### src/rtl/sd_route_pkg.sv
// Shared types and helpers for the SD-SPI router.
package sd_route_pkg;

  typedef enum logic [0:0] {
    ST_IDLE = 1'b0,
    ST_PEND = 1'b1
  } sd_route_state_e;

  localparam int unsigned SEL_PHYS = 0;

  // Width of the target select: physical card plus nslot virtual cards.
  function automatic int unsigned sel_width(input int unsigned nslot);
    int unsigned w;
    w = $clog2(nslot + 1);
    return (w == 0) ? 1 : w;
  endfunction

endpackage

### src/rtl/sd_route_if.sv
// SD-SPI routing bus: core side, virtual card side, physical pins and status.
interface sd_route_if
  import sd_route_pkg::*;
#(
  parameter int unsigned NSLOT = 2,
  parameter int unsigned LANES = 8,
  parameter int unsigned SEL_W = sel_width(NSLOT)
);

  logic [NSLOT-1:0]       img_mounted;
  logic [NSLOT-1:0]       img_nonzero;
  logic                   sdss;
  logic                   sdclk;
  logic [LANES-1:0]       sdmosi;
  logic [LANES-1:0]       sdmiso;
  logic [NSLOT*LANES-1:0] vsd_miso;
  logic [NSLOT-1:0]       vsd_ss;
  logic                   sd_cs;
  logic                   sd_sck;
  logic                   sd_mosi;
  logic                   sd_miso;
  logic [SEL_W-1:0]       sel;
  logic                   switch_pending;
  logic                   sd_act;

  modport master (
    output img_mounted, img_nonzero, sdss, sdclk, sdmosi, vsd_miso, sd_miso,
    input  sdmiso, vsd_ss, sd_cs, sd_sck, sd_mosi, sel, switch_pending, sd_act
  );

  modport slave (
    input  img_mounted, img_nonzero, sdss, sdclk, sdmosi, vsd_miso, sd_miso,
    output sdmiso, vsd_ss, sd_cs, sd_sck, sd_mosi, sel, switch_pending, sd_act
  );

endinterface

### src/rtl/sd_act_stretch.sv
// SD activity detector: any sdclk toggle while selected restarts a saturating stretch counter.
module sd_act_stretch #(
  parameter int unsigned ACT_TIMEOUT = 1000000
) (
  input  logic clk_sys,
  input  logic reset,
  input  logic sdss_i,
  input  logic sdclk_i,
  output logic sd_act_o
);

  localparam int unsigned CNT_W = $clog2(ACT_TIMEOUT + 1);
  localparam logic [CNT_W-1:0] CNT_MAX = CNT_W'(ACT_TIMEOUT);

  logic             sdclk_q;
  logic [CNT_W-1:0] cnt_q;
  logic [CNT_W-1:0] cnt_d;
  logic             act_q;
  logic             toggle;

  assign toggle = (sdclk_i ^ sdclk_q) & ~sdss_i;

  always_comb begin
    cnt_d = cnt_q;
    if (toggle) begin
      cnt_d = '0;
    end else if (cnt_q < CNT_MAX) begin
      cnt_d = cnt_q + CNT_W'(1);
    end
  end

  always_ff @(posedge clk_sys) begin
    if (reset) begin
      sdclk_q <= 1'b0;
      cnt_q   <= CNT_MAX;
      act_q   <= 1'b0;
    end else begin
      sdclk_q <= sdclk_i;
      cnt_q   <= cnt_d;
      act_q   <= (cnt_d < CNT_MAX);
    end
  end

  assign sd_act_o = act_q;

endmodule

### src/rtl/sd_route.sv
// SD-SPI router: one core master to the physical card or one of NSLOT virtual cards.
// Define SD_ROUTE_HOTSWAP_EN to defer target switches until the core deselects (sdss high).
module sd_route
  import sd_route_pkg::*;
#(
  parameter int unsigned NSLOT       = 2,
  parameter int unsigned LANES       = 8,
  parameter int unsigned ACT_TIMEOUT = 1000000
) (
  input  logic     clk_sys,
  input  logic     reset,
  sd_route_if.slave bus
);

  localparam int unsigned SEL_W = sel_width(NSLOT);
  localparam logic [SEL_W-1:0] SEL_P = SEL_W'(SEL_PHYS);

  logic [SEL_W-1:0] sel_q;
  logic             pend_q;
  logic             req_vld;
  logic [SEL_W-1:0] req_tgt;
  logic [NSLOT-1:0] vss_c;
  logic [LANES-1:0] miso_c;
  logic             mosi_unused;

  // Mount arbiter: scan high to low so the lowest requesting slot wins.
  always_comb begin
    req_vld = 1'b0;
    req_tgt = SEL_P;
    for (int k = NSLOT - 1; k >= 0; k--) begin
      if (bus.img_mounted[k]) begin
        if (bus.img_nonzero[k]) begin
          req_vld = 1'b1;
          req_tgt = SEL_W'(k + 1);
        end else if (sel_q == SEL_W'(k + 1)) begin
          req_vld = 1'b1;
          req_tgt = SEL_P;
        end
      end
    end
  end

`ifdef SD_ROUTE_HOTSWAP_EN
  sd_route_state_e  state_q;
  logic [SEL_W-1:0] tgt_q;

  // A late request while pending wins over applying the older target.
  always_ff @(posedge clk_sys) begin
    if (reset) begin
      state_q <= ST_IDLE;
      sel_q   <= SEL_P;
      tgt_q   <= SEL_P;
      pend_q  <= 1'b0;
    end else begin
      case (state_q)
        ST_IDLE: begin
          if (req_vld && (req_tgt != sel_q)) begin
            tgt_q   <= req_tgt;
            pend_q  <= 1'b1;
            state_q <= ST_PEND;
          end
        end
        ST_PEND: begin
          if (req_vld) begin
            tgt_q <= req_tgt;
          end else if (bus.sdss) begin
            sel_q   <= tgt_q;
            pend_q  <= 1'b0;
            state_q <= ST_IDLE;
          end
        end
        default: begin
          state_q <= ST_IDLE;
          pend_q  <= 1'b0;
        end
      endcase
    end
  end
`else
  always_ff @(posedge clk_sys) begin
    if (reset) begin
      sel_q <= SEL_P;
    end else if (req_vld) begin
      sel_q <= req_tgt;
    end
  end

  assign pend_q = 1'b0;
`endif

  // Virtual selects and MISO return path follow the registered target.
  always_comb begin
    miso_c    = '1;
    miso_c[0] = bus.sd_miso;
    vss_c     = '1;
    for (int k = 0; k < NSLOT; k++) begin
      vss_c[k] = bus.sdss | (sel_q != SEL_W'(k + 1));
      if (sel_q == SEL_W'(k + 1)) begin
        miso_c = bus.vsd_miso[k*LANES +: LANES];
      end
    end
  end

  // The physical card is single-lane; upper MOSI lanes only reach virtual cards.
  assign mosi_unused = ^bus.sdmosi;

  assign bus.sd_cs          = bus.sdss | (sel_q != SEL_P);
  assign bus.sd_sck         = bus.sdclk & (sel_q == SEL_P);
  assign bus.sd_mosi        = bus.sdmosi[0] & (sel_q == SEL_P);
  assign bus.vsd_ss         = vss_c;
  assign bus.sdmiso         = miso_c;
  assign bus.sel            = sel_q;
  assign bus.switch_pending = pend_q;

  sd_act_stretch #(
    .ACT_TIMEOUT (ACT_TIMEOUT)
  ) u_act (
    .clk_sys  (clk_sys),
    .reset    (reset),
    .sdss_i   (bus.sdss),
    .sdclk_i  (bus.sdclk),
    .sd_act_o (bus.sd_act)
  );

endmodule

### src/flat_wrapper.sv
// flat-port wrapper written by rule: the top's interface ports become plain ports
module sd_route_flat import sd_route_pkg::*;
#(
  parameter int unsigned NSLOT       = 2,
  parameter int unsigned LANES       = 8,
  parameter int unsigned ACT_TIMEOUT = 1000000
)
  (clk_sys, reset, bus_img_mounted, bus_img_nonzero, bus_sdss, bus_sdclk, bus_sdmosi, bus_vsd_miso, bus_sd_miso, bus_sdmiso, bus_vsd_ss, bus_sd_cs, bus_sd_sck, bus_sd_mosi, bus_sel, bus_switch_pending, bus_sd_act);
  sd_route_if #(.NSLOT(NSLOT), .LANES(LANES)) bus_i ();
  input  logic clk_sys;
  input  logic reset;
  input wire logic [$bits(bus_i.img_mounted)-1:0] bus_img_mounted;
  input wire logic [$bits(bus_i.img_nonzero)-1:0] bus_img_nonzero;
  input wire logic [$bits(bus_i.sdss)-1:0] bus_sdss;
  input wire logic [$bits(bus_i.sdclk)-1:0] bus_sdclk;
  input wire logic [$bits(bus_i.sdmosi)-1:0] bus_sdmosi;
  input wire logic [$bits(bus_i.vsd_miso)-1:0] bus_vsd_miso;
  input wire logic [$bits(bus_i.sd_miso)-1:0] bus_sd_miso;
  output wire logic [$bits(bus_i.sdmiso)-1:0] bus_sdmiso;
  output wire logic [$bits(bus_i.vsd_ss)-1:0] bus_vsd_ss;
  output wire logic [$bits(bus_i.sd_cs)-1:0] bus_sd_cs;
  output wire logic [$bits(bus_i.sd_sck)-1:0] bus_sd_sck;
  output wire logic [$bits(bus_i.sd_mosi)-1:0] bus_sd_mosi;
  output wire logic [$bits(bus_i.sel)-1:0] bus_sel;
  output wire logic [$bits(bus_i.switch_pending)-1:0] bus_switch_pending;
  output wire logic [$bits(bus_i.sd_act)-1:0] bus_sd_act;
  assign bus_i.img_mounted = bus_img_mounted;
  assign bus_i.img_nonzero = bus_img_nonzero;
  assign bus_i.sdss = bus_sdss;
  assign bus_i.sdclk = bus_sdclk;
  assign bus_i.sdmosi = bus_sdmosi;
  assign bus_i.vsd_miso = bus_vsd_miso;
  assign bus_i.sd_miso = bus_sd_miso;
  assign bus_sdmiso = bus_i.sdmiso;
  assign bus_vsd_ss = bus_i.vsd_ss;
  assign bus_sd_cs = bus_i.sd_cs;
  assign bus_sd_sck = bus_i.sd_sck;
  assign bus_sd_mosi = bus_i.sd_mosi;
  assign bus_sel = bus_i.sel;
  assign bus_switch_pending = bus_i.switch_pending;
  assign bus_sd_act = bus_i.sd_act;
  sd_route #(.NSLOT(NSLOT), .LANES(LANES), .ACT_TIMEOUT(ACT_TIMEOUT)) u_core (.clk_sys(clk_sys), .reset(reset), .bus(bus_i));
endmodule
### config.mk
export PLATFORM = sky130hd
export DESIGN_NAME = sd_route_flat
export DESIGN_NICKNAME = d
export VERILOG_FILES = /design/src/rtl/sd_route_pkg.sv /design/src/rtl/sd_route_if.sv /design/src/rtl/sd_act_stretch.sv /design/src/rtl/sd_route.sv /design/src/flat_wrapper.sv
export SDC_FILE = /design/constraint.sdc
export NUM_CORES = 1
export LEC_CHECK = 0
export BUFFER_PORTS_ARGS = -buffer_cell sky130_fd_sc_hd__buf_2
export CAP_MARGIN = 25
export CORE_UTILIZATION = 47
export DETAILED_ROUTE_END_ITERATION = 8
export PLACE_DENSITY = 0.74
export SKIP_LAST_GASP = 1
export SYNTH_ARGS = -nofsm -noshare
export SYNTH_HDL_FRONTEND = slang
export SYNTH_HIERARCHICAL = 1
export SYNTH_SLANG_ARGS = --single-unit
### constraint.sdc
create_clock -name clk_sys -period 3.4 [get_ports clk_sys]
set_input_delay 0.34 -clock clk_sys [delete_from_list [all_inputs] [get_ports clk_sys]]
set_output_delay 0.34 -clock clk_sys [all_outputs]
set_load 0.05 [all_outputs]
# --- Word-level counts from Yosys, hierarchy flattened ---
# Index checks and enable logic that the tools add are counted.
op_classes:
  add_sub_neg: 1
  multipliers: 0
  div_mod_pow: 0
  n_lt_le_gt_ge: 2
  eq_ne: 4
  shift: 0
  muxes: 15
  n_bitwise: 8
  n_reduce_logical: 2
ops:
  columns: ["op", "count"]
  rows:
  - ["20-bit less-than comparator (second input constant)", 2]
  - ["20-bit two-way mux", 2]
  - ["20-bit by 1-bit adder with 20-bit output (second input constant)", 1]
  - ["8-bit two-way mux", 2]
  - ["2-bit two-way mux", 5]
  - ["1-bit two-way mux", 6]
  - ["1-bit AND", 3]
  - ["1-bit OR", 3]
  - ["2-bit by 1-bit equality test with 1-bit output (second input constant)", 1]
  - ["2-bit equality test (second input constant)", 1]
  - ["2-bit zero test", 1]
  - ["2-bit by 1-bit inequality test with 1-bit output (second input constant)", 1]
  - ["2-bit inequality test (second input constant)", 1]
  - ["2-bit nonzero test", 1]
  - ["1-bit NOT", 1]
  - ["1-bit bitwise XOR", 1]
word_totals:
  regBits: 24
  latch_bits: 0
  mem_bits_rw: 0
  romBits: 0
  input_bits: 33
  out_inout_bits: 17
  elab_cells: 36
  mem_count: 0

# --- Logic depth before layout (Yosys ltp) ---
# Gate-level depths: netlist (run 1).
logic_depth:
  word_depth: 7
  depth_mapped: 8
  mapped_depth_nobuf: 8

# --- Modules after synthesis ---
# Netlist (run 1), hierarchy kept.
by_module_without_submodules:
  columns: ["mod", "n_inst", "cells_per_inst", "area_each_um2", "seq_area_each_um2"]
  rows:
  - ["sd_act_stretch", 1, 143, 1224.9, 440.4]
  - ["sd_route", 1, 34, 301.5, 40.0]

# --- Worst setup path before layout (run 1) ---
# No wires, ideal clock.
synth_timing:
  path_type: "reg2out"
  start: "register u_core.sel_q[0], in the netlist u_core/bus.sel[0]"
  end: "output bus_sd_mosi"
  arrival_time_ns: 1.855
  t_required_ns: 3.060
  setup_slack_ns: 1.205
  path_stages_with_launch: 3
  path_buffers: 1
  cell_sequence: "dfxtp_1 buf_6 nor3b_1"
synth_via:
  elab_chain_len: 2
synth_rtl:
  columns: ["item", "line_no", "source"]
  rows:
  - ["start, declared", "sd_route.sv:18", "logic [SEL_W-1:0] sel_q;"]
  - ["start signal, assigned", "sd_route.sv:84", "sel_q <= req_tgt;"]
  - ["2-bit zero test", "sd_route.sv:109", "assign bus.sd_mosi = bus.sdmosi[0] & (sel_q == SEL_P);"]
  - ["1-bit AND", "sd_route.sv:109", null]
  - ["end, declared", "flat_wrapper.sv:23", "output wire logic [$bits(bus_i.sd_mosi)-1:0] bus_sd_mosi;"]
# No other way between the ends.

# --- Worst setup path after layout (run 1) ---
layout_timing:
  start: "register u_core.u_act.cnt_q[7]"
  end: "register u_core.u_act.act_q, in the netlist u_core/u_act/sd_act_o"
layout_via:
  elab_chain_len: 4
  elab_cells_between_ends: 5
  cone_classes: "add/sub (1); order compare (2); mux (2)"
layout_rtl:
  columns: ["item", "line_no", "source"]
  rows:
  - ["start, declared", "sd_act_stretch.sv:16", "logic [CNT_W-1:0] cnt_q;"]
  - ["start signal, assigned", "sd_act_stretch.sv:39", "cnt_q <= cnt_d;"]
  - ["20-bit by 1-bit adder with 20-bit output / 20-bit less-than comparator (equally long branches)", "sd_act_stretch.sv:28, sd_act_stretch.sv:27", null]
  - ["20-bit two-way mux *", "sd_act_stretch.sv:27", "end else if (cnt_q < CNT_MAX) begin"]
  - ["20-bit two-way mux *", "sd_act_stretch.sv:25", "if (toggle) begin"]
  - ["20-bit less-than comparator *", "sd_act_stretch.sv:40", "act_q <= (cnt_d < CNT_MAX);"]
  - ["end signal, assigned", "sd_act_stretch.sv:40", null]
  - ["end, declared", "sd_act_stretch.sv:18", "logic act_q;"]
# Every way passes the cells marked *; elsewhere a longest branch is shown, timed or not.
# A chain may end at the register's enable or synchronous reset.

==> impl_metrics.prom, run 1 <==
# TYPE chip_impl_metric gauge
chip_impl_info{name="run_status",value="complete, no violations"} 1
chip_impl_metric{name="cp.arrival",unit="ps"} 2360
chip_impl_metric{name="cts_setup_buffers",unit=""} 0
chip_impl_metric{name="grt_antenna_before_repair",unit=""} 0
chip_impl_metric{name="remaining_number_of_nets_flagged_by_the_antenna_check_after_routing",unit=""} 0
chip_impl_metric{name="post_synth_instance_area",unit="mm2"} 0.00153
chip_impl_metric{name="met3_usage",unit="%"} 3.93
chip_impl_info{name="tritoncts",value="done"} 1
chip_impl_metric{name="num_antenna_cells",unit=""} 0
chip_impl_metric{name="sequential_area_share_after_synthesis",unit="%"} 31.5
chip_impl_metric{name="globalRouteTotalUtil",unit="%"} 19.5
chip_impl_metric{name="detail_route.iter0.violations",unit=""} 34
chip_impl_info{name="hold_path.startpoint",value="bus_img_nonzero[0]"} 1
chip_impl_info{name="grt_setup_unrepaired",value="false"} 1
chip_impl_metric{name="netlist_instances",unit=""} 177
chip_impl_info{name="gr-max-usage-layer",value="met2"} 1
chip_impl_info{name="critical_path.startpoint_type",value="flop"} 1
chip_impl_metric{name="min_path_cells",unit=""} 2
chip_impl_metric{name="static-leakage-power",unit="nW"} 0.650
chip_impl_metric{name="die_x",unit="um"} 59.0
chip_impl_metric{name="placement_rows",unit=""} 20
chip_impl_metric{name="met1_usage",unit="%"} 25.5
chip_impl_info{name="critPathKind",value="reg -> reg"} 1
chip_impl_info{name="min_delay_worst_endpoint",value="u_core/bus.sel[1]$_SDFFE_PP0P_"} 1
chip_impl_info{name="ys_dominant_reg_cell",value="sky130_fd_sc_hd__dfxtp_1"} 1
chip_impl_info{name="regToRegEndpoint",value="u_core/u_act/sd_act_o$_SDFF_PP0_"} 1
chip_impl_metric{name="global_route.overflow_total",unit=""} 0
chip_impl_metric{name="rr_worst_depth",unit=""} 7
chip_impl_metric{name="finalNetCount",unit=""} 246
chip_impl_metric{name="report.power.total",unit="uW"} 677
chip_impl_info{name="netlist_top_cells_area",value="sky130_fd_sc_hd__dfxtp_1 (31%), sky130_fd_sc_hd__nor2_1 (6.1%), sky130_fd_sc_hd__xor2_1 (5.7%), sky130_fd_sc_hd__xnor2_1 (5.2%), sky130_fd_sc_hd__o22a_1 (4.0%)"} 1
chip_impl_info{name="rr_startpoint",value="u_core/u_act/cnt_q[7]$_SDFF_PP0_"} 1
chip_impl_metric{name="finalSetupTns",unit="ps"} 0
chip_impl_metric{name="design.die.area",unit="mm2"} 0.00348
chip_impl_metric{name="power_per_cell_area",unit="mW/mm2"} 385
chip_impl_info{name="post_synth_most_frequent_cells",value="sky130_fd_sc_hd__nor2_1 (25), sky130_fd_sc_hd__dfxtp_1 (24), sky130_fd_sc_hd__nand2_1 (13)"} 1
chip_impl_metric{name="htree_levels",unit=""} 1
chip_impl_metric{name="initial_core_utilization",unit="%"} 49.6
chip_impl_metric{name="detail_route.first_pass.iterations",unit=""} 4
chip_impl_metric{name="wl_per_cell",unit="um"} 12.9
chip_impl_metric{name="synth_fp_nets",unit=""} 211
chip_impl_metric{name="synth_seq_cells",unit=""} 24
chip_impl_metric{name="placed_cells_incl_taps",unit=""} 251
chip_impl_metric{name="r2r_slack",unit="ps"} 1240
chip_impl_metric{name="numClockSinks",unit=""} 24
chip_impl_metric{name="filler_cell_count",unit=""} 325
chip_impl_metric{name="timing.final.crit_period",unit="ps"} 2160
chip_impl_metric{name="max_freq",unit="MHz"} 463
chip_impl_metric{name="hold_violations",unit=""} 0
chip_impl_metric{name="hold_buffers",unit=""} 0
chip_impl_metric{name="wire_length_after_detailed_routing",unit="um"} 3300
chip_impl_metric{name="worst_hold_slack",unit="ps"} 222
chip_impl_metric{name="critical_path_peak_fanout",unit=""} 8
chip_impl_info{name="synth.most_common_cell",value="sky130_fd_sc_hd__nor2_1"} 1
chip_impl_metric{name="postSynth.asyncResetShare",unit="%"} 0
chip_impl_info{name="cts.root.buffer_cell",value="sky130_fd_sc_hd__clkbuf_4"} 1
chip_impl_metric{name="clock_insertion_delay_worst_skew",unit="ps"} 310
chip_impl_metric{name="routing_usage_on_met2",unit="%"} 32.8
chip_impl_info{name="holdCritPathClass",value="in -> reg"} 1
chip_impl_metric{name="cts_repair_resize_count",unit=""} 0
chip_impl_metric{name="ir_drop",unit="uV"} 266
chip_impl_metric{name="io-pin-count",unit=""} 50
chip_impl_metric{name="clkTransAtPathRegs",unit="ps"} 130
chip_impl_metric{name="hpwlAfterDp",unit="um"} 2560
chip_impl_metric{name="finClkSkew",unit="ps"} 9.12
chip_impl_metric{name="port_buffers",unit=""} 41
chip_impl_metric{name="synthDominantCellAreaShare",unit="%"} 31.5
chip_impl_metric{name="drv_slew",unit=""} 0
chip_impl_metric{name="drv_cap",unit=""} 0
chip_impl_metric{name="ys_warn_count",unit=""} 6
chip_impl_metric{name="cell_count_final_fillers_out",unit=""} 255
chip_impl_info{name="synth_largest_area_cell",value="sky130_fd_sc_hd__dfxtp_1"} 1
chip_impl_metric{name="synth_enable_flop_cells",unit=""} 0
chip_impl_metric{name="viasPerCell",unit=""} 5.30
chip_impl_metric{name="critical_path_required",unit="ps"} 3600
chip_impl_metric{name="finalCritPeriodShare",unit="%"} 63.5
chip_impl_metric{name="dpl_cell_area",unit="mm2"} 0.00170
chip_impl_metric{name="fp.dieH",unit="um"} 59.0
chip_impl_metric{name="tritoncts.num_buffers",unit=""} 3
chip_impl_metric{name="grt_pass1_vias",unit=""} 1177
chip_impl_metric{name="fp.coreArea",unit="mm2"} 0.00308
chip_impl_metric{name="yosysUniqueCellTypes",unit=""} 50
chip_impl_metric{name="final_cell_area",unit="mm2"} 0.00176
chip_impl_metric{name="place.gp.congestion",unit=""} 0.855
chip_impl_info{name="endpoint_kind",value="flop"} 1
chip_impl_metric{name="grt_pass1_wl",unit="um"} 5150
chip_impl_metric{name="setup_viol_count_final",unit=""} 0
chip_impl_metric{name="remaining_drc_errors",unit=""} 0
chip_impl_metric{name="drive_gt1_share",unit="%"} 27.0
chip_impl_metric{name="flow.area_growth_from_synthesis",unit="%"} 15.1
chip_impl_metric{name="routed-via-count",unit=""} 1351
chip_impl_metric{name="syn_area_per_cell",unit="um2"} 8.62
chip_impl_metric{name="cts_buffer_depth",unit=""} 2
chip_impl_metric{name="maximum_number_of_pins_on_one_net_before_global_route_repair",unit=""} 15
-- metrics by stage --
step	utilization (%)	worst slack [ps]
after global placement	55.4	1310
after detailed placement	55.4	1240
final	57.1	1240
after floorplan	-	1210
after CTS	57.1	1240
after global routing	57.1	1120
-- cell usage in the layout (no fill, tap or decap), drive strengths merged, types with 3 or more instances in the layout --
cell / synthesis / layout
buf: 8 / 42
nor2: 26 / 26
dfxtp: 24 / 24
nand2: 13 / 13
xor2: 10 / 10
xnor2: 9 / 9
o22a: 7 / 7
nand3: 7 / 7
o21bai: 7 / 7
nand4: 7 / 7
nor3: 6 / 6
a21oi: 4 / 4
clkbuf: 4 / 3
o21ai: 3 / 3
nand2b: 3 / 3
or2: 3 / 3
-- state kept, by name, indices dropped and copies added (netlist names) --
name                   count
u_core/bus.sel             2
u_core/u_act/cnt_q        20
u_core/u_act/sd_act_o      1
u_core/u_act/sdclk_q       1
-- routing by layer --
metal | vias up | share of wire, %
li1 | 704 | -
met1 | 632 | 47
met2 | 13 | 50
met3 | 2 | 2.5
met4 | 0 | 0.70
met5 | - | 0
-- critical path, stage by stage (launching register included) --
cell,delay (ps)
sky130_fd_sc_hd__dfxtp_1,420
sky130_fd_sc_hd__o31ai_4,360
sky130_fd_sc_hd__a311oi_4,200
sky130_fd_sc_hd__nor3_2,290
sky130_fd_sc_hd__mux2_1,350
sky130_fd_sc_hd__a21o_1,180
sky130_fd_sc_hd__o2111ai_1,100
sky130_fd_sc_hd__a41oi_1,140
-- how the worst max path moves through the flow --
stage                                           from                          endpoint  depth (start not counted)
floorplan             u_core/bus.sel[0]$_SDFFE_PP0P_                       bus_sd_mosi                          2
global placement    u_core/u_act/cnt_q[7]$_SDFF_PP0_  u_core/u_act/sd_act_o$_SDFF_PP0_                          7
detailed placement  u_core/u_act/cnt_q[7]$_SDFF_PP0_  u_core/u_act/sd_act_o$_SDFF_PP0_                          7
CTS                 u_core/u_act/cnt_q[7]$_SDFF_PP0_  u_core/u_act/sd_act_o$_SDFF_PP0_                          7
global route        u_core/u_act/cnt_q[7]$_SDFF_PP0_  u_core/u_act/sd_act_o$_SDFF_PP0_                          7
finish              u_core/u_act/cnt_q[7]$_SDFF_PP0_  u_core/u_act/sd_act_o$_SDFF_PP0_                          7
-- area by class of cell --
class	instances	area (um2)	area share [%]
multi-input combinational	140	952	54.2
sequential	24	480	27.4
timing repair buffer	42	213	12.1
tap	44	55.1	3.13
clock inverter	1	30.0	1.71
clock buffer	3	22.5	1.28
inverter	1	3.75	0.214
-- logic make-up after synthesis --
kind of cell               count (synthesis)  synth area share, %
adders and majority gates                  1                0.820
xor gates and xnor gates                  19                 10.9
other                                      1                0.246
AOI/OAI and AO/OA                         37                 20.7
DFF                                       24                 31.5
buffers and inverters                     13                 6.15
muxes                                      2                 1.39
and+or+nand+nor                           80                 28.3
-- where the power goes --
group / switching (mW) / internal, mW / total, mW
sequential: 0.0206 / 0.296 / 0.316
clock: 0.0845 / 0.119 / 0.204
combinational: 0.0991 / 0.0583 / 0.157
total: 0.204 / 0.473 / 0.677
Power figures use the tool's default switching activity.
==> run 2: changes to the inputs <==
--- a/config.mk
+++ b/config.mk
@@ -7,7 +7,7 @@
 export LEC_CHECK = 0
 export BUFFER_PORTS_ARGS = -buffer_cell sky130_fd_sc_hd__buf_2
 export CAP_MARGIN = 25
-export CORE_UTILIZATION = 47
+export CORE_UTILIZATION = 45
 export DETAILED_ROUTE_END_ITERATION = 8
 export PLACE_DENSITY = 0.74
 export SKIP_LAST_GASP = 1
==> constraint.sdc (replaced) <==
create_clock -name clk_sys -period 1.8 [get_ports clk_sys]
set_input_delay 0.18 -clock clk_sys [delete_from_list [all_inputs] [get_ports clk_sys]]
set_output_delay 0.18 -clock clk_sys [all_outputs]
set_load 0.05 [all_outputs]
==> run 2 against run 1 <==
Non-clock buffer count is 41 higher. The flow now finishes with violations (negative setup slack). Sequential power is 85% higher. First-iteration DRC count is 53% higher. Sequential share of layout area is 3.4 points lower. Final cell count is 16% higher. Utilization is 11 points higher.
==> impl_metrics.prom, run 2 (synthesis results as in run 1) <==
# TYPE chip_impl_metric gauge
chip_impl_metric{name="drv_cap",unit=""} 0
chip_impl_info{name="endpoint_kind",value="flop"} 1
chip_impl_metric{name="detail_route.first_pass.iterations",unit=""} 5
chip_impl_metric{name="multi_input_area",unit="mm2"} 0.00100
chip_impl_metric{name="hpwlAfterDp",unit="um"} 2880
chip_impl_info{name="run_status",value="finished with violations"} 1
chip_impl_metric{name="placed_cells_incl_taps",unit=""} 287
chip_impl_metric{name="io-pin-count",unit=""} 50
chip_impl_info{name="largest-register",value="u_core/u_act/cnt_q"} 1
chip_impl_metric{name="remaining_number_of_nets_flagged_by_the_antenna_check_after_routing",unit=""} 0
chip_impl_metric{name="static-leakage-power",unit="nW"} 0.868
chip_impl_metric{name="drive_gt1_share",unit="%"} 47.4
chip_impl_metric{name="global_route.overflow_total",unit=""} 0
chip_impl_metric{name="cell_count_final_fillers_out",unit=""} 295
chip_impl_metric{name="timing.final.crit_period",unit="ps"} 1830
chip_impl_metric{name="die_x",unit="um"} 60.2
chip_impl_metric{name="routed-via-count",unit=""} 1542
chip_impl_metric{name="critical_path_peak_fanout",unit=""} 4
chip_impl_metric{name="finalNetCount",unit=""} 287
chip_impl_info{name="cts.root.buffer_cell",value="sky130_fd_sc_hd__clkbuf_4"} 1
chip_impl_metric{name="port_buffers",unit=""} 41
chip_impl_metric{name="num_antenna_cells",unit=""} 0
chip_impl_metric{name="core_occupancy_in_the_finished_layout",unit="%"} 68.0
chip_impl_metric{name="largest_reg_flops",unit=""} 20
chip_impl_metric{name="hold_violations",unit=""} 0
chip_impl_metric{name="numClockSinks",unit=""} 24
chip_impl_metric{name="dpl_cell_area",unit="mm2"} 0.00197
chip_impl_metric{name="slack_of_the_critical_path",unit="ps"} -33.5
chip_impl_metric{name="grt_antenna_before_repair",unit=""} 0
chip_impl_metric{name="preCtsSetupSlack",unit="ps"} -86.5
chip_impl_metric{name="critical_path_required",unit="ps"} 2040
chip_impl_metric{name="design.die.area",unit="mm2"} 0.00363
chip_impl_metric{name="power_per_cell_area",unit="mW/mm2"} 559
chip_impl_metric{name="grt_pass1_vias",unit=""} 1324
chip_impl_info{name="holdCritPathClass",value="in -> reg"} 1
chip_impl_metric{name="clock_insertion_delay_worst_skew",unit="ps"} 300
chip_impl_metric{name="place.gp.congestion",unit=""} 0.830
chip_impl_metric{name="finalSetupTns",unit="ps"} -33.5
chip_impl_metric{name="clkTransAtPathRegs",unit="ps"} 120
chip_impl_metric{name="relSlewSlack",unit="%"} 65.7
chip_impl_metric{name="filler_cell_count",unit=""} 264
chip_impl_metric{name="max_freq",unit="MHz"} 545
chip_impl_metric{name="final-seq-area",unit="um2"} 509
chip_impl_metric{name="tritoncts.num_buffers",unit=""} 3
chip_impl_metric{name="wire_length_after_detailed_routing",unit="um"} 3890
chip_impl_metric{name="maximum_number_of_pins_on_one_net_before_global_route_repair",unit=""} 15
chip_impl_metric{name="htree_levels",unit=""} 1
chip_impl_metric{name="worst_pin_slew",unit="ps"} 512
chip_impl_metric{name="worst_hold_slack",unit="ps"} 58.6
chip_impl_metric{name="report.power.total",unit="mW"} 1.19
chip_impl_metric{name="wl_per_cell",unit="um"} 13.2
chip_impl_metric{name="finClkSkew",unit="ps"} 2.86
chip_impl_info{name="critical_path.startpoint_type",value="flop"} 1
chip_impl_metric{name="remaining_drc_errors",unit=""} 0
chip_impl_info{name="grt_setup_unrepaired",value="true"} 1
chip_impl_metric{name="flow.area_growth_from_synthesis",unit="%"} 39.3
chip_impl_metric{name="globalRouteTotalUtil",unit="%"} 21.7
chip_impl_metric{name="initial_core_utilization",unit="%"} 48.8
chip_impl_metric{name="viasPerCell",unit=""} 5.23
chip_impl_metric{name="detail_route.iter0.violations",unit=""} 52
chip_impl_metric{name="fp.coreArea",unit="mm2"} 0.00313
chip_impl_info{name="commonest_cells_after_routing_fill_and_taps_aside",value="sky130_fd_sc_hd__buf_2 (41), sky130_fd_sc_hd__buf_4 (39), sky130_fd_sc_hd__nor2_1 (23), sky130_fd_sc_hd__nand2_1 (12), sky130_fd_sc_hd__dfxtp_2 (11)"} 1
chip_impl_metric{name="cp.arrival",unit="ps"} 2070
chip_impl_metric{name="setup_viol_count_final",unit=""} 1
chip_impl_metric{name="cts_buffer_depth",unit=""} 2
chip_impl_metric{name="grt_pass1_wl",unit="um"} 5950
chip_impl_info{name="failed_checks",value="negative setup slack"} 1
chip_impl_metric{name="finalCritPeriodShare",unit="%"} 102
chip_impl_metric{name="drv_slew",unit=""} 0
chip_impl_metric{name="final_cell_area",unit="mm2"} 0.00213
chip_impl_metric{name="ir_drop",unit="uV"} 382
chip_impl_metric{name="placement_rows",unit=""} 20
chip_impl_info{name="tritoncts",value="done"} 1
chip_impl_info{name="critPathKind",value="reg -> reg"} 1
chip_impl_metric{name="fp.dieH",unit="um"} 60.2
chip_impl_info{name="layout_commonest_cell",value="sky130_fd_sc_hd__buf_2"} 1
## run 2: area by class of cell
| class | instances | area share [%] |
|---|---|---|
| inverter | 1 | 0.177 |
| clock buffer | 3 | 1.06 |
| sequential | 24 | 24.0 |
| multi-input combinational | 140 | 47.2 |
| timing repair buffer | 83 | 25.0 |
| tap | 44 | 2.59 |
## run 2: final timing paths
| path | cells after the start | endpoint | startpoint | slack, ps |
|---|---|---|---|---|
| worst max-delay path | 8 | u_core/u_act/sd_act_o$_SDFF_PP0_ | u_core/u_act/cnt_q[13]$_SDFF_PP0_ | -30 |
| worst min-delay path | 2 | u_core/bus.sel[1]$_SDFFE_PP0P_ | bus_img_nonzero[0] | 60 |
| worst max register to register | 8 | u_core/u_act/sd_act_o$_SDFF_PP0_ | u_core/u_act/cnt_q[13]$_SDFF_PP0_ | -30 |
| worst min register to register | 2 | u_core/u_act/cnt_q[5]$_SDFFE_PP0N_ | u_core/u_act/cnt_q[5]$_SDFFE_PP0N_ | 550 |
## run 2: what timing repair did
action	CTS	global route
endpoints found under the setup margin	3	13
hold buffers	0	0
pin swaps	5	7
resized for setup	11	22
buffers inserted	2	3
cloned	0	0
endpoints found under the hold margin	0	0
## run 2: power by group
part | leakage, nW | internal (mW) | total, mW | switching [mW]
logic | 0.653 | 0.157 | 0.377 | 0.221
registers | 0.201 | 0.558 | 0.585 | 0.0269
clock network | 0.0138 | 0.0781 | 0.226 | 0.148
total | 0.868 | 0.792 | 1.19 | 0.395
## run 2: critical path: stages, from the launching register on
cell and delay [ps]:
sky130_fd_sc_hd__dfxtp_2 360, sky130_fd_sc_hd__nor3_4 230, sky130_fd_sc_hd__buf_4 150, sky130_fd_sc_hd__a311o_2 190, sky130_fd_sc_hd__nand2_1 110, sky130_fd_sc_hd__o21a_1 220
sky130_fd_sc_hd__o211ai_1 190, sky130_fd_sc_hd__o2111ai_1 140, sky130_fd_sc_hd__a41oi_1 170
## run 2: layer usage
layer / part of all wire, % / up-vias / track usage, %
met2: 50 / 23 / 33.6
met5: 0 / - / 0
li1: - / 784 / -
met4: 0.44 / 0 / 5.98
met1: 47 / 733 / 31.8
met3: 2.9 / 2 / 1.95
==> run 3: changes to the inputs <==
--- a/config.mk
+++ b/config.mk
@@ -7,7 +7,9 @@
 export LEC_CHECK = 0
 export BUFFER_PORTS_ARGS = -buffer_cell sky130_fd_sc_hd__buf_2
 export CAP_MARGIN = 25
-export CORE_UTILIZATION = 45
+export CELL_PAD_IN_SITES_DETAIL_PLACEMENT = 0
+export CELL_PAD_IN_SITES_GLOBAL_PLACEMENT = 1
+export CORE_UTILIZATION = 33
 export DETAILED_ROUTE_END_ITERATION = 8
 export PLACE_DENSITY = 0.74
 export SKIP_LAST_GASP = 1
==> run 3 against run 2 <==
The run still ends with negative setup slack left. Flip-flop and latch count did not move. Hold slack improved by 63 ps. Setup slack worse by 96 ps. First-iteration DRC count decreased by 35%. Combinational power barely moved. Total power grew 7.5%. Clock-buffer cell count unchanged. Via count down 3.6%. Maximum frequency shrank 5.0%. Clock power increased by 41%. Routed wire length fell by 6.3%. Critical endpoint unchanged.
==> impl_metrics.prom, run 3 (synthesis results as in run 1) <==
# TYPE chip_impl_metric gauge
chip_impl_info{name="run_status",value="finished with violations"} 1
chip_impl_info{name="failed_checks",value="negative setup slack"} 1
chip_impl_info{name="cts.root.buffer_cell",value="sky130_fd_sc_hd__clkbuf_8"} 1
chip_impl_metric{name="viasPerCell",unit=""} 4.92
chip_impl_metric{name="die_x",unit="um"} 70.0
chip_impl_metric{name="design.die.area",unit="mm2"} 0.00490
chip_impl_metric{name="power_frac_clock",unit="%"} 24.9
chip_impl_metric{name="numClockSinks",unit=""} 24
chip_impl_metric{name="clkTransAtPathRegs",unit="ps"} 80
chip_impl_metric{name="cell_count_final_fillers_out",unit=""} 302
chip_impl_metric{name="static-leakage-power",unit="nW"} 0.846
chip_impl_metric{name="num_antenna_cells",unit=""} 0
chip_impl_metric{name="wire_length_after_detailed_routing",unit="um"} 3640
chip_impl_info{name="rr_startpoint",value="u_core/u_act/cnt_q[1]$_SDFFE_PP0N_"} 1
chip_impl_metric{name="netSwitchingPower",unit="uW"} 407
chip_impl_metric{name="ir_drop",unit="uV"} 263
chip_impl_metric{name="power_per_cell_area",unit="mW/mm2"} 613
chip_impl_metric{name="drv_slew",unit=""} 0
chip_impl_metric{name="crit_buf_inv",unit=""} 0
chip_impl_metric{name="globalRouteTotalUtil",unit="%"} 15.4
chip_impl_metric{name="remaining_number_of_nets_flagged_by_the_antenna_check_after_routing",unit=""} 0
chip_impl_metric{name="seqPwrFrac",unit="%"} 45.7
chip_impl_metric{name="initial_core_utilization",unit="%"} 34.6
chip_impl_info{name="endpoint_kind",value="flop"} 1
chip_impl_info{name="critPathKind",value="reg -> reg"} 1
chip_impl_metric{name="grt_pass1_wl",unit="um"} 6080
chip_impl_metric{name="cp.arrival",unit="ps"} 2060
chip_impl_metric{name="maximum_number_of_pins_on_one_net_before_global_route_repair",unit=""} 15
chip_impl_metric{name="flow.area_growth_from_synthesis",unit="%"} 36.3
chip_impl_info{name="critical_path.top_delay_family",value="simple AND/OR/NAND/NOR gates"} 1
chip_impl_metric{name="global_route.overflow_total",unit=""} 0
chip_impl_info{name="critical_path.startpoint_type",value="flop"} 1
chip_impl_metric{name="htree_levels",unit=""} 1
chip_impl_metric{name="pwr-share-comb",unit="%"} 29.4
chip_impl_metric{name="timing.critical_path.slowest_cell_delay",unit="ps"} 360
chip_impl_metric{name="critical_path_required",unit="ps"} 1930
chip_impl_info{name="holdCritPathClass",value="in -> reg"} 1
chip_impl_info{name="tritoncts",value="done"} 1
chip_impl_metric{name="drv_cap",unit=""} 0
chip_impl_metric{name="setup_viol_count_final",unit=""} 1
chip_impl_metric{name="detail_route.first_pass.iterations",unit=""} 4
chip_impl_metric{name="hpwlAfterDp",unit="um"} 2880
chip_impl_info{name="worst_path_max_delay_cell",value="sky130_fd_sc_hd__mux2_1"} 1
chip_impl_metric{name="slack_of_the_critical_path",unit="ps"} -129
chip_impl_metric{name="fp.dieH",unit="um"} 70.0
chip_impl_info{name="largest-register",value="u_core/u_act/cnt_q"} 1
chip_impl_info{name="worstSetupStartpoint",value="u_core/u_act/cnt_q[1]$_SDFFE_PP0N_"} 1
chip_impl_metric{name="finalCritPeriodShare",unit="%"} 107
chip_impl_metric{name="cts_setup_buffers",unit=""} 0
chip_impl_metric{name="core_occupancy_in_the_finished_layout",unit="%"} 47.1
chip_impl_metric{name="place.gp.congestion",unit=""} 0.755
chip_impl_metric{name="max_freq",unit="MHz"} 518
chip_impl_metric{name="drive_gt1_share",unit="%"} 41.6
chip_impl_info{name="path_cells",value="ha_1, and2_1, nand2_1, nor3_2, mux2_1, a21o_1, o2111ai_1, a41oi_1"} 1
chip_impl_metric{name="finalSetupTns",unit="ps"} -129
chip_impl_metric{name="tritoncts.num_buffers",unit=""} 3
chip_impl_metric{name="placed_cells_incl_taps",unit=""} 299
chip_impl_info{name="hold_path.startpoint",value="bus_img_nonzero[0]"} 1
chip_impl_metric{name="routed-via-count",unit=""} 1486
chip_impl_metric{name="finalNetCount",unit=""} 286
chip_impl_metric{name="critical_path_peak_fanout",unit=""} 3
chip_impl_metric{name="placement_rows",unit=""} 24
chip_impl_metric{name="cts_buffer_depth",unit=""} 2
chip_impl_info{name="grt_setup_unrepaired",value="true"} 1
chip_impl_metric{name="detail_route.iter0.violations",unit=""} 34
chip_impl_info{name="commonest_cells_after_routing_fill_and_taps_aside",value="sky130_fd_sc_hd__buf_2 (41), sky130_fd_sc_hd__buf_4 (41), sky130_fd_sc_hd__nor2_1 (22), sky130_fd_sc_hd__dfxtp_1 (19), sky130_fd_sc_hd__nand2_1 (13)"} 1
chip_impl_metric{name="remaining_drc_errors",unit=""} 0
chip_impl_metric{name="fp.coreArea",unit="mm2"} 0.00441
chip_impl_metric{name="switching_share",unit="%"} 31.9
chip_impl_metric{name="timing.final.crit_period",unit="ps"} 1930
chip_impl_metric{name="wl_per_cell",unit="um"} 12.1
chip_impl_metric{name="hold_violations",unit=""} 0
chip_impl_metric{name="grt_antenna_before_repair",unit=""} 0
chip_impl_metric{name="internal-power",unit="uW"} 869
chip_impl_metric{name="io-pin-count",unit=""} 50
chip_impl_metric{name="port_buffers",unit=""} 41
chip_impl_metric{name="largest_reg_flops",unit=""} 20
chip_impl_metric{name="clock_insertion_delay_worst_skew",unit="ps"} 270
chip_impl_metric{name="grt_pass1_vias",unit=""} 1353
chip_impl_metric{name="finClkSkew",unit="ps"} 4.98
[run 3: cell count changes in the layout (fill, tap and decap cells not counted), moves of 2 or more]
cell / before / now
sky130_fd_sc_hd__o21ai_1: 0 / 2
sky130_fd_sc_hd__dfxtp_2: 11 / 5
sky130_fd_sc_hd__clkbuf_8: 0 / 3
sky130_fd_sc_hd__buf_6: 3 / 0
sky130_fd_sc_hd__clkbuf_4: 3 / 0
sky130_fd_sc_hd__buf_4: 39 / 41
sky130_fd_sc_hd__dfxtp_4: 4 / 0
sky130_fd_sc_hd__dfxtp_1: 9 / 19
sky130_fd_sc_hd__o21ai_0: 3 / 1
[run 3: area by class of cell]
| class | count | area (um2) |
|---|---|---|
| sequential | 24 | 487 |
| inverter | 1 | 3.75 |
| multi-input combinational | 140 | 971 |
| fill | 442 | 2330 |
| tap | 52 | 65.1 |
| clock buffer | 3 | 41.3 |
| timing repair buffer | 82 | 513 |
[run 3: repair_timing]
action,in CTS,in global routing
endpoints found under the setup margin,2,8
pin swaps,0,1
gates cloned,0,0
resized for setup,1,11
hold buffers,0,0
[run 3: stage by stage]
| step | total power [mW] | area (um2) | hold slack (ps) | setup WS, ps |
|---|---|---|---|---|
| after floorplan | 0.841 | 1530 | 246 | -235 |
| after global placement | 0.966 | 2010 | 396 | -101 |
| after detailed placement | 0.969 | 2010 | 404 | -120 |
| after CTS | 1.29 | 2060 | 112 | -146 |
| after global routing | 1.35 | 2080 | 119 | -254 |
| final | 1.28 | 2080 | 121 | -129 |
[run 3: power by group through the flow]
stage | registers [mW] | logic [mW] | clock network, mW
6_report | 0.583 | 0.375 | 0.318
5_1_grt | 0.588 | 0.407 | 0.356
4_1_cts | 0.583 | 0.375 | 0.336
3_5_place_dp | 0.596 | 0.374 | 0
3_3_place_gp | 0.594 | 0.372 | 0
2_1_floorplan | 0.609 | 0.232 | 0
[run 3: worst paths after layout]
kind / endpoint / slack (ps) / cells past startpoint
max reg2reg: u_core/u_act/sd_act_o$_SDFF_PP0_ / -130 / 8
min reg2reg: u_core/u_act/cnt_q[5]$_SDFFE_PP0N_ / 540 / 2
min: u_core/bus.sel[1]$_SDFFE_PP0P_ / 120 / 2
max: u_core/u_act/sd_act_o$_SDFF_PP0_ / -130 / 8
[run 3: layer usage]
layer	part of all wire, %	global-route usage [%]	up-vias
met3	1.8	1.73	5
met4	1.8	6.67	0
met2	47	25.0	16
met1	49	20.6	687
li1	-	-	778
met5	0	0	-
